--- config.mk ---
export PLATFORM = sky130hd
export DESIGN_NAME = mem_access_unit
export DESIGN_NICKNAME = d
export VERILOG_FILES = /design/src/rtl/pipeline_pkg.sv /design/src/rtl/load_store_align.sv /design/src/rtl/mem_access_unit.sv
export SDC_FILE = /design/constraint.sdc
export NUM_CORES = 1
export LEC_CHECK = 0
export CELL_PAD_IN_SITES_DETAIL_PLACEMENT = 1
export CELL_PAD_IN_SITES_GLOBAL_PLACEMENT = 2
export CORE_MARGIN = 3
export CORE_UTILIZATION = 35
export CTS_CLUSTER_DIAMETER = 120
export DETAILED_ROUTE_END_ITERATION = 8
export DONT_BUFFER_PORTS = 1
export PLACE_DENSITY_LB_ADDON = 0.1
export SKIP_LAST_GASP = 1
export SLEW_MARGIN = 0
export SYNTH_ARGS = -nofsm -noshare
export SYNTH_HDL_FRONTEND = slang
export SYNTH_HIERARCHICAL = 1
export SYNTH_SLANG_ARGS = --single-unit
--- constraint.sdc ---
create_clock -name clk -period 4.7 [get_ports clk]
set_input_delay 0.705 -clock clk [delete_from_list [all_inputs] [get_ports clk]]
set_output_delay 0.705 -clock clk [all_outputs]
set_load 0.02 [all_outputs]
--- src/rtl/pipeline_pkg.sv ---
// Shared pipeline definitions: funct3 size codes for loads/stores, the
// MEM-stage access FSM states and the default bus acknowledge timeout.
package pipeline_pkg;

  // funct3 encodings of the load/store size field
  localparam logic [2:0] F3_B  = 3'b000;
  localparam logic [2:0] F3_H  = 3'b001;
  localparam logic [2:0] F3_W  = 3'b010;
  localparam logic [2:0] F3_BU = 3'b100;
  localparam logic [2:0] F3_HU = 3'b101;

  // BUSY cycles allowed before an unacknowledged access is abandoned
  localparam int ACK_TIMEOUT_DEFAULT = 255;

  // Data-memory access sequencing
  typedef enum logic [1:0] {
    ST_IDLE = 2'd0,
    ST_BUSY = 2'd1,
    ST_DONE = 2'd2
  } mau_state_e;

endpackage

--- src/rtl/load_store_align.sv ---
// Combinational lane steering for the data-memory bus: byte enables and
// replicated write data for stores, alignment/legality check, and byte/half
// selection with sign or zero extension for loads.
module load_store_align
  import pipeline_pkg::*;
(
  input  logic [1:0]  addr_lo,
  input  logic [2:0]  funct3,
  input  logic        is_store,
  input  logic [31:0] store_data,
  input  logic [31:0] load_rdata,
  output logic [3:0]  be,
  output logic [31:0] wdata,
  output logic        misalign,
  output logic [31:0] load_data
);

  logic [7:0]  byte_sel;
  logic [15:0] half_sel;

  function automatic logic [31:0] ext_byte(input logic [7:0] b, input logic sgn);
    logic signed [7:0]  b_s;
    logic signed [31:0] b_x;
    b_s = b;
    b_x = 32'(b_s);
    return sgn ? b_x : {24'h0, b};
  endfunction

  function automatic logic [31:0] ext_half(input logic [15:0] h, input logic sgn);
    logic signed [15:0] h_s;
    logic signed [31:0] h_x;
    h_s = h;
    h_x = 32'(h_s);
    return sgn ? h_x : {16'h0, h};
  endfunction

  // Pick the addressed byte and half out of the returned word
  always_comb begin
    byte_sel = load_rdata[7:0];
    case (addr_lo)
      2'd0:    byte_sel = load_rdata[7:0];
      2'd1:    byte_sel = load_rdata[15:8];
      2'd2:    byte_sel = load_rdata[23:16];
      default: byte_sel = load_rdata[31:24];
    endcase
    half_sel = addr_lo[1] ? load_rdata[31:16] : load_rdata[15:0];
  end

  // Size decode: enables, replication, alignment and extension per funct3
  always_comb begin
    be        = 4'b0000;
    wdata     = 32'h0;
    misalign  = 1'b0;
    load_data = 32'h0;
    case (funct3)
      F3_B: begin
        be        = 4'b0001 << addr_lo;
        wdata     = {4{store_data[7:0]}};
        load_data = ext_byte(byte_sel, 1'b1);
      end
      F3_H: begin
        misalign  = addr_lo[0];
        be        = addr_lo[1] ? 4'b1100 : 4'b0011;
        wdata     = {2{store_data[15:0]}};
        load_data = ext_half(half_sel, 1'b1);
      end
      F3_W: begin
        misalign  = (addr_lo != 2'b00);
        be        = 4'b1111;
        wdata     = store_data;
        load_data = load_rdata;
      end
      F3_BU: begin
        // unsigned sizes exist only for loads
        misalign  = is_store;
        load_data = ext_byte(byte_sel, 1'b0);
      end
      F3_HU: begin
        misalign  = is_store | addr_lo[0];
        load_data = ext_half(half_sel, 1'b0);
      end
      default: misalign = 1'b1;
    endcase
  end

endmodule

--- src/rtl/mem_access_unit.sv ---
// MEM-stage data-memory access unit. Issues one req/ack bus transaction per
// load/store, stalls the pipeline while it is outstanding, and feeds the
// MEM/WB register. Non-memory instructions pass straight through.
module mem_access_unit
  import pipeline_pkg::*;
#(
  parameter int ACK_TIMEOUT = ACK_TIMEOUT_DEFAULT
) (
  input  logic        clk,
  input  logic        reset,
  input  logic        ex_valid,
  input  logic        mem_read_in,
  input  logic        mem_write_in,
  input  logic [2:0]  funct3_in,
  input  logic [31:0] alu_result_in,
  input  logic [31:0] store_data_in,
  input  logic [4:0]  rd_in,
  input  logic        reg_write_in,
  output logic        dmem_req,
  output logic        dmem_we,
  output logic [31:0] dmem_addr,
  output logic [31:0] dmem_wdata,
  output logic [3:0]  dmem_be,
  input  logic [31:0] dmem_rdata,
  input  logic        dmem_ack,
  output logic [31:0] mem_data_out,
  output logic [4:0]  rd_out,
  output logic [31:0] alu_result_out,
  output logic        reg_write_out,
  output logic        stall_out,
  output logic        misalign_out,
  output logic        bus_err_out
);

  localparam logic [15:0] TIMEOUT_CNT = 16'(ACK_TIMEOUT);

  // control / bus state
  mau_state_e  state_q, state_d;
  logic        req_q, req_d;
  logic        we_q, we_d;
  logic [3:0]  be_q, be_d;
  logic [31:0] addr_q, addr_d;
  logic [31:0] wdata_q, wdata_d;
  logic        bus_err_q, bus_err_d;
  logic [15:0] cnt_q, cnt_d;

  // instruction copy held for the DONE cycle
  logic [31:0] data_q, data_d;
  logic [4:0]  rd_q, rd_d;
  logic [31:0] alu_q, alu_d;
  logic        rw_q, rw_d;
  logic [2:0]  f3_q, f3_d;

  logic        idle;
  logic        mem_op;
  logic        issue;
  logic        fault;
  logic        cnt_expired;
  logic [1:0]  al_addr_lo;
  logic [2:0]  al_funct3;
  logic [3:0]  al_be;
  logic [31:0] al_wdata;
  logic [31:0] al_load;
  logic        al_misalign;

  assign idle   = (state_q == ST_IDLE);
  assign mem_op = ex_valid & (mem_read_in | mem_write_in);
  assign issue  = idle & mem_op & ~al_misalign;
  assign fault  = idle & mem_op & al_misalign;
  assign cnt_expired = ((cnt_q + 16'd1) == TIMEOUT_CNT);

  // Decode the live instruction while idle; extend against the held one while busy
  assign al_addr_lo = idle ? alu_result_in[1:0] : alu_q[1:0];
  assign al_funct3  = idle ? funct3_in : f3_q;

  load_store_align u_align (
    .addr_lo    (al_addr_lo),
    .funct3     (al_funct3),
    .is_store   (mem_write_in),
    .store_data (store_data_in),
    .load_rdata (dmem_rdata),
    .be         (al_be),
    .wdata      (al_wdata),
    .misalign   (al_misalign),
    .load_data  (al_load)
  );

  // Next-state and registered bus outputs for the IDLE/BUSY/DONE sequence
  always_comb begin
    state_d   = state_q;
    req_d     = req_q;
    we_d      = we_q;
    be_d      = be_q;
    addr_d    = addr_q;
    wdata_d   = wdata_q;
    bus_err_d = 1'b0;
    cnt_d     = cnt_q;
    data_d    = data_q;
    rd_d      = rd_q;
    alu_d     = alu_q;
    rw_d      = rw_q;
    f3_d      = f3_q;
    case (state_q)
      ST_IDLE: begin
        if (issue) begin
          state_d = ST_BUSY;
          req_d   = 1'b1;
          we_d    = mem_write_in;
          be_d    = mem_write_in ? al_be : 4'b1111;
          addr_d  = {alu_result_in[31:2], 2'b00};
          wdata_d = mem_write_in ? al_wdata : 32'h0;
          cnt_d   = 16'd0;
          data_d  = 32'h0;
          rd_d    = rd_in;
          alu_d   = alu_result_in;
          rw_d    = reg_write_in;
          f3_d    = funct3_in;
        end
      end
      ST_BUSY: begin
        if (dmem_ack || cnt_expired) begin
          state_d = ST_DONE;
          req_d   = 1'b0;
          we_d    = 1'b0;
          be_d    = 4'b0000;
          addr_d  = 32'h0;
          wdata_d = 32'h0;
        end
        if (dmem_ack) begin
          if (!we_q) data_d = al_load;
        end else begin
          cnt_d     = cnt_q + 16'd1;
          bus_err_d = cnt_expired;
        end
      end
      ST_DONE: begin
        state_d = ST_IDLE;
        cnt_d   = 16'd0;
      end
      default: state_d = ST_IDLE;
    endcase
  end

  // Control and bus registers, cleared asynchronously
  always_ff @(posedge clk or posedge reset) begin
    if (reset) begin
      state_q   <= ST_IDLE;
      req_q     <= 1'b0;
      we_q      <= 1'b0;
      be_q      <= 4'b0000;
      addr_q    <= 32'h0;
      wdata_q   <= 32'h0;
      bus_err_q <= 1'b0;
      cnt_q     <= 16'd0;
    end else begin
      state_q   <= state_d;
      req_q     <= req_d;
      we_q      <= we_d;
      be_q      <= be_d;
      addr_q    <= addr_d;
      wdata_q   <= wdata_d;
      bus_err_q <= bus_err_d;
      cnt_q     <= cnt_d;
    end
  end

  // Held instruction fields and load data; only observed in DONE
  always_ff @(posedge clk) begin
    data_q <= data_d;
    rd_q   <= rd_d;
    alu_q  <= alu_d;
    rw_q   <= rw_d;
    f3_q   <= f3_d;
  end

  // MEM/WB-facing outputs: pass-through when idle, held results in DONE
  always_comb begin
    stall_out    = issue | (state_q == ST_BUSY);
    misalign_out = fault;
    if (state_q == ST_DONE) begin
      mem_data_out   = data_q;
      rd_out         = rd_q;
      alu_result_out = alu_q;
      reg_write_out  = rw_q & ~bus_err_q;
    end else begin
      mem_data_out   = 32'h0;
      rd_out         = rd_in;
      alu_result_out = alu_result_in;
      reg_write_out  = idle & ex_valid & reg_write_in & ~mem_op;
    end
  end

  assign dmem_req    = req_q;
  assign dmem_we     = we_q;
  assign dmem_be     = be_q;
  assign dmem_addr   = addr_q;
  assign dmem_wdata  = wdata_q;
  assign bus_err_out = bus_err_q;

endmodule

# --- Word-level counts from Yosys, hierarchy flattened ---
# Index checks and enable logic that the tools add are counted.
op_classes:
  bitwise_logic: 14
  eq_ne: 14
  n_mux: 40
  shift: 1
  addsub: 1
  n_reduce_logical: 12
ops:
  columns: ["cell", "n"]
  rows:
  - ["two-way mux 32 bit", 9]
  - ["one-hot mux 32 bit (2 select lines)", 3]
  - ["one-hot mux 32 bit (5 select lines)", 1]
  - ["one-hot mux 32 bit (3 select lines)", 1]
  - ["two-way mux 16 bit", 3]
  - ["one-hot mux 16 bit (3 select lines)", 1]
  - ["one-hot mux 8 bit (3 select lines)", 1]
  - ["adder 16 x 1 -> 16 bit, second input constant", 1]
  - ["== test 16 x 8 -> 1 bit, second input constant", 1]
  - ["two-way mux 4 bit", 4]
  - ["one-hot mux 4 bit (3 select lines)", 1]
  - ["bitwise AND 1 bit", 8]
  - ["!= test 2 bit, second input constant", 4]
  - ["one-hot mux 4 bit (2 select lines)", 1]
  - ["== test 3 bit, second input constant", 2]
  - ["two-way mux 1 bit", 6]
  - ["two-way mux 2 bit", 3]
  - ["AND reduction 3 bit", 2]
  - ["two-way mux 5 bit", 1]
  - ["one-hot mux 1 bit (5 select lines)", 1]
  - ["== test 2 x 1 -> 1 bit, second input constant", 2]
  - ["== test 2 bit, second input constant", 2]
  - ["logical NOT 2 bit", 2]
  - ["one-hot mux 1 bit (2 select lines)", 2]
  - ["14 further kinds", 20]
word_totals:
  ff_bits: 162
  elab_cells: 95

# --- Logic depth before layout (Yosys ltp) ---
# Gate-level depths: netlist (run 1).
logic_depth:
  ltp_word: 8
  depth_mapped: 12
  mapped_depth_nobuf: 8

# --- Cells and area by module ---
# The synthesis (run 1) kept the hierarchy.
modules_own_cells:
  columns: ["mod", "area_per_inst_um2", "seq_area_each_um2", "cells_per_inst", "instances"]
  rows:
  - ["mem_access_unit", 7372.1, 4369.2, 655, 1]
  - ["load_store_align", 1620.3, 0.0, 246, 1]

# --- Least setup slack after synthesis (run 1) ---
# Ideal clock, no wire load.
synth_timing:
  kind: "reg-to-reg"
  start: "register state_q[0]"
  end: "register data_q[0] (enable)"
  stages_incl_launch_ff: 12
  t_arrival_ps: 4133
  path_slack_ps: 135
  n_path_buf: 4
  path_cell_list: "dfrtp_1 > nor2_1 > mux2_2 > buf_2 > buf_2 > nor2_1 > a21oi_1 > nor2_1 > buf_4 > o21bai_1 > buf_2 > a21oi_1"
synth_via:
  elab_chain_cells: 8
synth_lines:
  columns: ["item", "line", "text"]
  rows:
  - ["from (decl)", "mem_access_unit.sv:38", "mau_state_e state_q, state_d;"]
  - ["from (signal assigned)", "mem_access_unit.sv:156", "state_q <= state_d;"]
  - ["logical NOT 2 bit *", "mem_access_unit.sv:66", "assign idle = (state_q == ST_IDLE);"]
  - ["two-way mux 3 bit *", "mem_access_unit.sv:74", "assign al_funct3 = idle ? funct3_in : f3_q;"]
  - ["named net al_funct3[0]", "mem_access_unit.sv:60", "logic [2:0] al_funct3;"]
  - ["== test 3 bit (tied with other cells)", "load_store_align.sv:55", "case (funct3)"]
  - ["one-hot mux 1 bit (5 select lines) *", "load_store_align.sv:55", null]
  - ["named net al_misalign", "mem_access_unit.sv:64", "logic al_misalign;"]
  - ["NOT 1 bit *", "mem_access_unit.sv:68", "assign issue = idle & mem_op & ~al_misalign;"]
  - ["bitwise AND 1 bit *", "mem_access_unit.sv:68", null]
  - ["!= test 2 x 1 -> 1 bit (no line) *", null, null]
  - ["AND reduction 4 bit (no line) *", null, null]
  - ["to (signal assigned)", "mem_access_unit.sv:169", "data_q <= data_d;"]
  - ["to (decl)", "mem_access_unit.sv:48", "logic [31:0] data_q, data_d;"]
# The timed path passes the listed nets; every way through them passes the cells marked *.
# A chain may end at the register's enable or synchronous reset.

# --- Final worst setup path (run 1) ---
layout_timing:
  start: "register state_q[0]"
  end: "output port stall_out"
layout_via:
  elab_chain_cells: 7
layout_lines:
  columns: ["item", "line", "text"]
  rows:
  - ["logical NOT 2 bit *", "mem_access_unit.sv:66", null]
  - ["two-way mux 3 bit *", "mem_access_unit.sv:74", null]
  - ["named net al_funct3[0]", "mem_access_unit.sv:60", null]
  - ["== test 3 bit (tied with other cells)", "load_store_align.sv:55", null]
  - ["one-hot mux 1 bit (5 select lines) *", "load_store_align.sv:55", null]
  - ["named net al_misalign", "mem_access_unit.sv:64", null]
  - ["NOT 1 bit *", "mem_access_unit.sv:68", null]
  - ["bitwise AND 1 bit *", "mem_access_unit.sv:68", null]
  - ["bitwise OR 1 bit *", "mem_access_unit.sv:178", "stall_out = issue | (state_q == ST_BUSY);"]
  - ["to (decl)", "mem_access_unit.sv:30", "output logic stall_out,"]
# Marks and branches as above.

==> impl_metrics.csv, run 1 <==
group,metric,value,unit
drt,drt_pass1_iterations,5,
worst_hold_path,holdCritPathClass,"input port to asynchronous set/reset pin",
global_routing,grt_max_degree,79,
setup_path,cp_max_fo,24,
setup_path,r2r_cells,11,
synth,synth.top_cell.area_share,24.4,%
synth,synth.distinct_cells,59,
cts,cts_max_level,4,
synth,netlist_instances,901,
synth,synth_xor_area_share,0.487,%
synth,syn_avg_cell_area,9.98,µm²
setup_path,cp_slowest_cell,"dfrtp_1",
synth,ys_seq_area_share,48.6,%
layout,drive_above_1_share,14.6,%
power_and_ir_drop,leakage,3.64,nW
synth,synth_mux_area_share,9.16,%
drt,wl_per_cell,23.8,µm
synth,synthSimpleGateAreaFrac,15.9,%
die,ioPinCount,254,
setup_path,crit_cells,9,
setup_path,slowest_delay,0.52,ns
setup_path,startpoint,"state_q[0]",
drt,drt_iter0_markers,376,
place,dp_hpwl,19.6,mm
cts,clk_latency,0.44,ns
sta,setup_violations,0,
drt,remaining_drc_errors,0,
sta,setup_tns,0,ns
setup_path,arrival,3.55,ns
sta,fin_crit_sh,90.5,%
cts,post-cts-setup-buffers,0,
synth,synth_area_leaders,"edfxtp_1 (24%), dfrtp_1 (24%), a22oi_1 (6.9%)",
cts,clock_sinks,160,
layout,fillers,2791,
global_routing,grt_util_met3,5.86,%
die,start_util,35.7,%
layout,stdcell_area,9850,µm²
sta,slew_headroom,23.5,%
synth,yosysWarnings,6,
die,rows,58,
synth,synth_compound_area_share,21.0,%
layout,final_cells,1202,
drt,vias,6942,
sta,max_freq,0.235,GHz
setup_path,endpoint_kind,"primary output",
cts,cts_tree,"built",
power_and_ir_drop,peakVddDrop,0.202,mV
global_routing,grt_antenna_before_repair,2,
synth,ys.flop_type,"dfrtp_1",
sta,rsz0062_at_grt,"no",
place,routabilityCongestion,0.819,
place,io_buffer_count,0,
layout,multi_input_area,4280,µm²
global_routing,grt_use_total,20.0,%
cts,clkSlewWorstSetupHoldPaths,0.08,ns
global_routing,grt_busiest_layer,"met2",
run_status,status,"finished, final reports clean",
layout,nets,971,
setup_path,start_kind,"flop",
cts,cts_root_buffer,"clkbuf_16",
synth,synth_top_family_by_area,"compound AO/OA/AOI/OAI gates",
global_routing,grtUsageMet1,25.6,%
place,postPlaceCellArea,9220,µm²
cts,cts_max_path_buffers,2,
sta,fin_worst_skew,0.0188,ns
synth,synth-seq-cells,160,
synth,synth_top_cell_by_area,"edfxtp_1",
global_routing,grt_overflow_total,0,
sta,fin_worst_hold_slack,0.279,ns
layout,area_growth,9.57,%
die,dieArea,27700,µm²
setup_path,r2r_end,"dmem_wdata[31]",
setup_path,critPathKind,"flop to primary output",
layout,layout_commonest_cell,"nand2_1",
die,die_y,166,µm
synth,async_flop_share,54.4,%
sta,period_needed,4.25,ns
global_routing,grt_pass1_wl,44.3,mm
layout,regArea,4370,µm²
setup_path,cp_cell_sequence,"nor2_1, mux2_2, buf_4, nor2_1, a21oi_1, nor2_4, o21bai_4, inv_1, buf_4",
synth,synthAdderAreaFrac,0.278,%
cts,tritoncts.num_buffers,17,
cts,ctsResizeCount,0,
sta,worst_pin_slew,1.14,ns
setup_path,cp_top_family,"compound AO/OA/AOI/OAI gates",
place,dp_slack,0.646,ns
drt,vias_per_cell,5.78,
sta,hold_viol,0,
synth,synth-edff-count,73,
setup_path,r2r_start,"state_q[0]",
setup_path,r2r_slack,0.70,ns
setup_path,cp_num_buf_inv,3,
global_routing,grt_pass1_vias,7303,
drt,ant_nets,0,
sta,drv_slew,0,
setup_path,required,3.99,ns
place,place_inst,1168,
drt,totalWireLength,28.6,mm
die,coreArea,25200,µm²
power_and_ir_drop,powerDensity,572,nW/µm²
die,die_w,166,µm
cts,ctsHoldBuffers,0,
global_routing,use_met2,33.0,%
sta,fin_ws,0.447,ns
layout,layout_common_cells,"nand2_1 (115), dfrtp_1 (87), a22oi_1 (83), and2_1 (74), edfxtp_1 (73)",
job,max_cap_violations,0,
synth,netlist_area,8990,µm²
power breakdown:
part           internal, W  total, W  switching [W]
clock network     0.000737   0.00146       0.000723
registers          0.00187   0.00245       0.000587
logic             0.000606   0.00172        0.00112
per-stage QoR:
step	util [%]	power [W]
6_report	39.1	0.00564
5_1_grt	39.1	0.00598
4_1_cts	39.1	0.00570
3_5_place_dp	36.6	0.00422
3_3_place_gp	36.6	0.00414
2_1_floorplan	-	0.00371
worst max path at each step:
stage                 to
6_report       stall_out
5_1_grt        stall_out
4_1_cts        stall_out
3_5_place_dp   stall_out
3_3_place_gp   stall_out
2_1_floorplan  data_q[0]
logic make-up (layout without fill, tap and decap cells):
logic type                 count (synthesis)  after routing
muxes                                     68             68
xor gates and xnor gates                   5              5
other                                      1              3
DFF                                      160            160
adders and majority gates                  2              2
and+or+nand+nor                          280            280
AOI/OAI and AO/OA                        296            297
buffers and inverters                     89             57
flip-flops by register name, indices dropped and copies added (netlist names):
name and flops:
dmem_req 1, dmem_we 1, rw_q 1, dmem_addr 30, data_q 32, dmem_wdata 32
cnt_q 16, dmem_be 4, alu_q 32, rd_q 5, state_q 2, bus_err_out 1
f3_q 3
layout make-up:
class / instances / share of cell area, %
repair buffers: 16 / 1.35
inverters: 9 / 0.368
clock buffers: 17 / 4.32
flip-flops and latches: 160 / 44.3
well taps: 330 / 4.19
clock inverters: 15 / 2.02
diodes: 1 / 0.0254
multi-input cells: 654 / 43.4
layer usage:
| layer | routed length [µm] | up-vias |
|---|---|---|
| met1 | 12300 | 3516 |
| met3 | 1950 | 33 |
| met2 | 13900 | 191 |
| li1 | - | 3200 |
| met5 | 13 | - |
| met4 | 524 | 2 |
Yosys cell counts (2+ instances only):
| master | instances |
|---|---|
| buf_2 | 29 |
| o22ai_1 | 2 |
| or2_2 | 2 |
| o21ai_1 | 48 |
| buf_1 | 6 |
| clkbuf_1 | 36 |
| nor2b_1 | 13 |
| and2_1 | 74 |
| o41ai_1 | 2 |
| nor3_1 | 7 |
| o21ai_0 | 48 |
| nand4_1 | 6 |
| a21boi_0 | 2 |
| a31oi_1 | 2 |
| nor2_1 | 29 |
| a22oi_1 | 83 |
| nand3b_1 | 2 |
| nand3_1 | 4 |
| inv_1 | 9 |
| buf_4 | 5 |
| a21oi_1 | 55 |
| a211oi_1 | 17 |
| edfxtp_1 | 73 |
| mux2i_1 | 8 |
| nand2_1 | 115 |
| mux2_2 | 54 |
| o21a_1 | 2 |
| a221o_1 | 6 |
| xor2_1 | 3 |
| ha_1 | 2 |
| a21o_1 | 16 |
| o31ai_1 | 5 |
| buf_6 | 3 |
| nand2b_1 | 16 |
| xnor2_1 | 2 |
| mux4_2 | 6 |
| dfrtp_1 | 87 |
Power figures use the tool's default switching activity.
==> run 2, diff against run 1 <==
--- a/config.mk
+++ b/config.mk
@@ -12,6 +12,7 @@
 export CTS_CLUSTER_DIAMETER = 120
 export DETAILED_ROUTE_END_ITERATION = 8
 export DONT_BUFFER_PORTS = 1
+export MAX_ROUTING_LAYER = met4
 export PLACE_DENSITY_LB_ADDON = 0.1
 export SKIP_LAST_GASP = 1
 export SLEW_MARGIN = 0
==> constraint.sdc (replaced) <==
create_clock -name clk -period 5.36 [get_ports clk]
set_input_delay 0.804 -clock clk [delete_from_list [all_inputs] [get_ports clk]]
set_output_delay 0.804 -clock clk [all_outputs]
set_load 0.02 [all_outputs]
==> run 2 against run 1 <==
- design area fell by 0.56%
- count of clock-buffer cells in the layout is the same
- via count down 0.40%
- critical endpoint unchanged
- highest routed layer is now met4
- largest power group unchanged
- critical path depth is 1 lower
- combinational power decreased by 13%
- die area unchanged
==> impl_metrics.csv, run 2 (synthesis results as in run 1) <==
group,metric,value,unit
die,start_util,35.7,%
cts,clkSlewWorstSetupHoldPaths,0.08,ns
cts,cts_tree,"built",
setup_path,arrival,3.67,ns
worst_hold_path,holdCritPathClass,"input port to asynchronous set/reset pin",
layout,layout_common_cells,"nand2_1 (115), dfrtp_1 (87), a22oi_1 (83), and2_1 (74), edfxtp_1 (73)",
cts,tritoncts.num_buffers,17,
die,dieArea,27700,µm²
layout,layout_commonest_cell,"nand2_1",
global_routing,grtUsageMet1,25.0,%
power_and_ir_drop,seqPwrFrac,43.7,%
setup_path,endpoint_kind,"primary output",
cts,cts_root_buffer,"clkbuf_16",
global_routing,grt_busiest_layer,"met2",
sta,max_freq,0.224,GHz
die,coreArea,25200,µm²
power_and_ir_drop,combinationalPowerShare,30.5,%
place,io_buffer_count,0,
sta,rsz0062_at_grt,"no",
setup_path,startpoint,"state_q[0]",
sta,drv_slew,0,
sta,period_needed,4.47,ns
power_and_ir_drop,p_int,0.00279,W
drt,totalWireLength,28.4,mm
drt,vias_per_cell,5.77,
sta,fin_crit_sh,83.4,%
power_and_ir_drop,switching_share,42.9,%
sta,setup_violations,0,
power_and_ir_drop,powerDensity,500,nW/µm²
cts,ctsHoldBuffers,0,
layout,nets,968,
sta,hold_viol,0,
sta,fin_worst_skew,0.0175,ns
die,ioPinCount,254,
drt,remaining_drc_errors,0,
global_routing,grt_pass1_wl,43.8,mm
die,die_w,166,µm
power_and_ir_drop,pwr-share-clk,25.8,%
power_and_ir_drop,peakVddDrop,0.236,mV
place,dp_slack,1.24,ns
sta,slew_headroom,25.2,%
setup_path,required,4.56,ns
die,rows,58,
cts,clk_latency,0.43,ns
die,die_y,166,µm
cts,clock_sinks,160,
layout,drive_above_1_share,14.3,%
layout,area_growth,8.96,%
setup_path,r2r_start,"state_q[0]",
cts,post-cts-setup-buffers,0,
cts,cts_max_path_buffers,2,
global_routing,use_met2,33.5,%
power_and_ir_drop,leakage,3.61,nW
drt,vias,6914,
sta,worst_pin_slew,1.12,ns
drt,ant_nets,0,
global_routing,grt_max_degree,79,
layout,diodes,0,
power_and_ir_drop,p_switching,0.00210,W
global_routing,grt_overflow_total,0,
setup_path,start_kind,"flop",
sta,setup_tns,0,ns
global_routing,grt_antenna_before_repair,1,
global_routing,grt_pass1_vias,7101,
drt,wl_per_cell,23.7,µm
sta,fin_ws,0.888,ns
drt,drt_iter0_markers,467,
global_routing,grt_use_total,20.4,%
cts,ctsResizeCount,0,
job,max_cap_violations,0,
global_routing,grt_util_met3,5.86,%
drt,drt_pass1_iterations,4,
setup_path,critPathKind,"flop to primary output",
cts,cts_max_level,4,
setup_path,r2r_cells,10,
setup_path,cp_max_fo,47,
place,routabilityCongestion,0.850,
run_status,status,"finished, final reports clean",
place,dp_hpwl,19.6,mm
run 2: metrics by stage:
step                      power [W]  hold slack, ns  instance area (µm²)  cells  utilization [%]
final                       0.00489           0.232                 9800   1198             38.9
after global routing        0.00519           0.240                 9800   1198             38.9
after CTS                   0.00495           0.235                 9800   1198             38.9
after detailed placement    0.00368           0.531                 9190   1166             36.5
after global placement      0.00361           0.521                 9190   1166             36.5
after floorplan             0.00325           0.490                 9000    902                -
run 2: area by class of cell:
type	instances	area (µm²)
Sequential cell	160	4370
Clock buffer	17	425
Timing Repair Buffer	14	105
Inverter	9	36.3
Tap cell	330	413
Clock inverter	15	185
Fill cell	2784	15400
Multi-Input combinational cell	653	4260
run 2: final timing paths:
kind / endpoint / slack [ns]
max: stall_out / 0.89
min: dmem_addr[15] / 0.23
max reg2reg: dmem_wdata[5] / 1.28
min reg2reg: cnt_q[15] / 0.55
max in group asynchronous: dmem_wdata[23] / 3.94
min in group clk: alu_q[21] / 0.46
run 2: power by group through the flow:
stage,sequential (W),clock [W],combinational [W]
2_1_floorplan,0.00205,0,0.00120
3_5_place_dp,0.00217,0,0.00151
6_report,0.00214,0.00126,0.00149
4_1_cts,0.00215,0.00129,0.00151
3_3_place_gp,0.00216,0,0.00145
5_1_grt,0.00219,0.00133,0.00167
run 2: layer usage:
layer | vias to the layer above | wire length, µm
li1 | 3189 | -
met1 | 3499 | 12100
met5 | - | 0
met3 | 38 | 1950
met2 | 188 | 13900
met4 | 0 | 435
run 2: critical path, stage by stage (launching register included):
cell      delay (ns)
dfrtp_1         0.47
nor2_1          0.45
mux2_2          0.27
buf_4           0.44
a221oi_1        0.15
a21oi_1         0.34
nor2_4          0.09
o21bai_4        0.72
inv_1           0.29
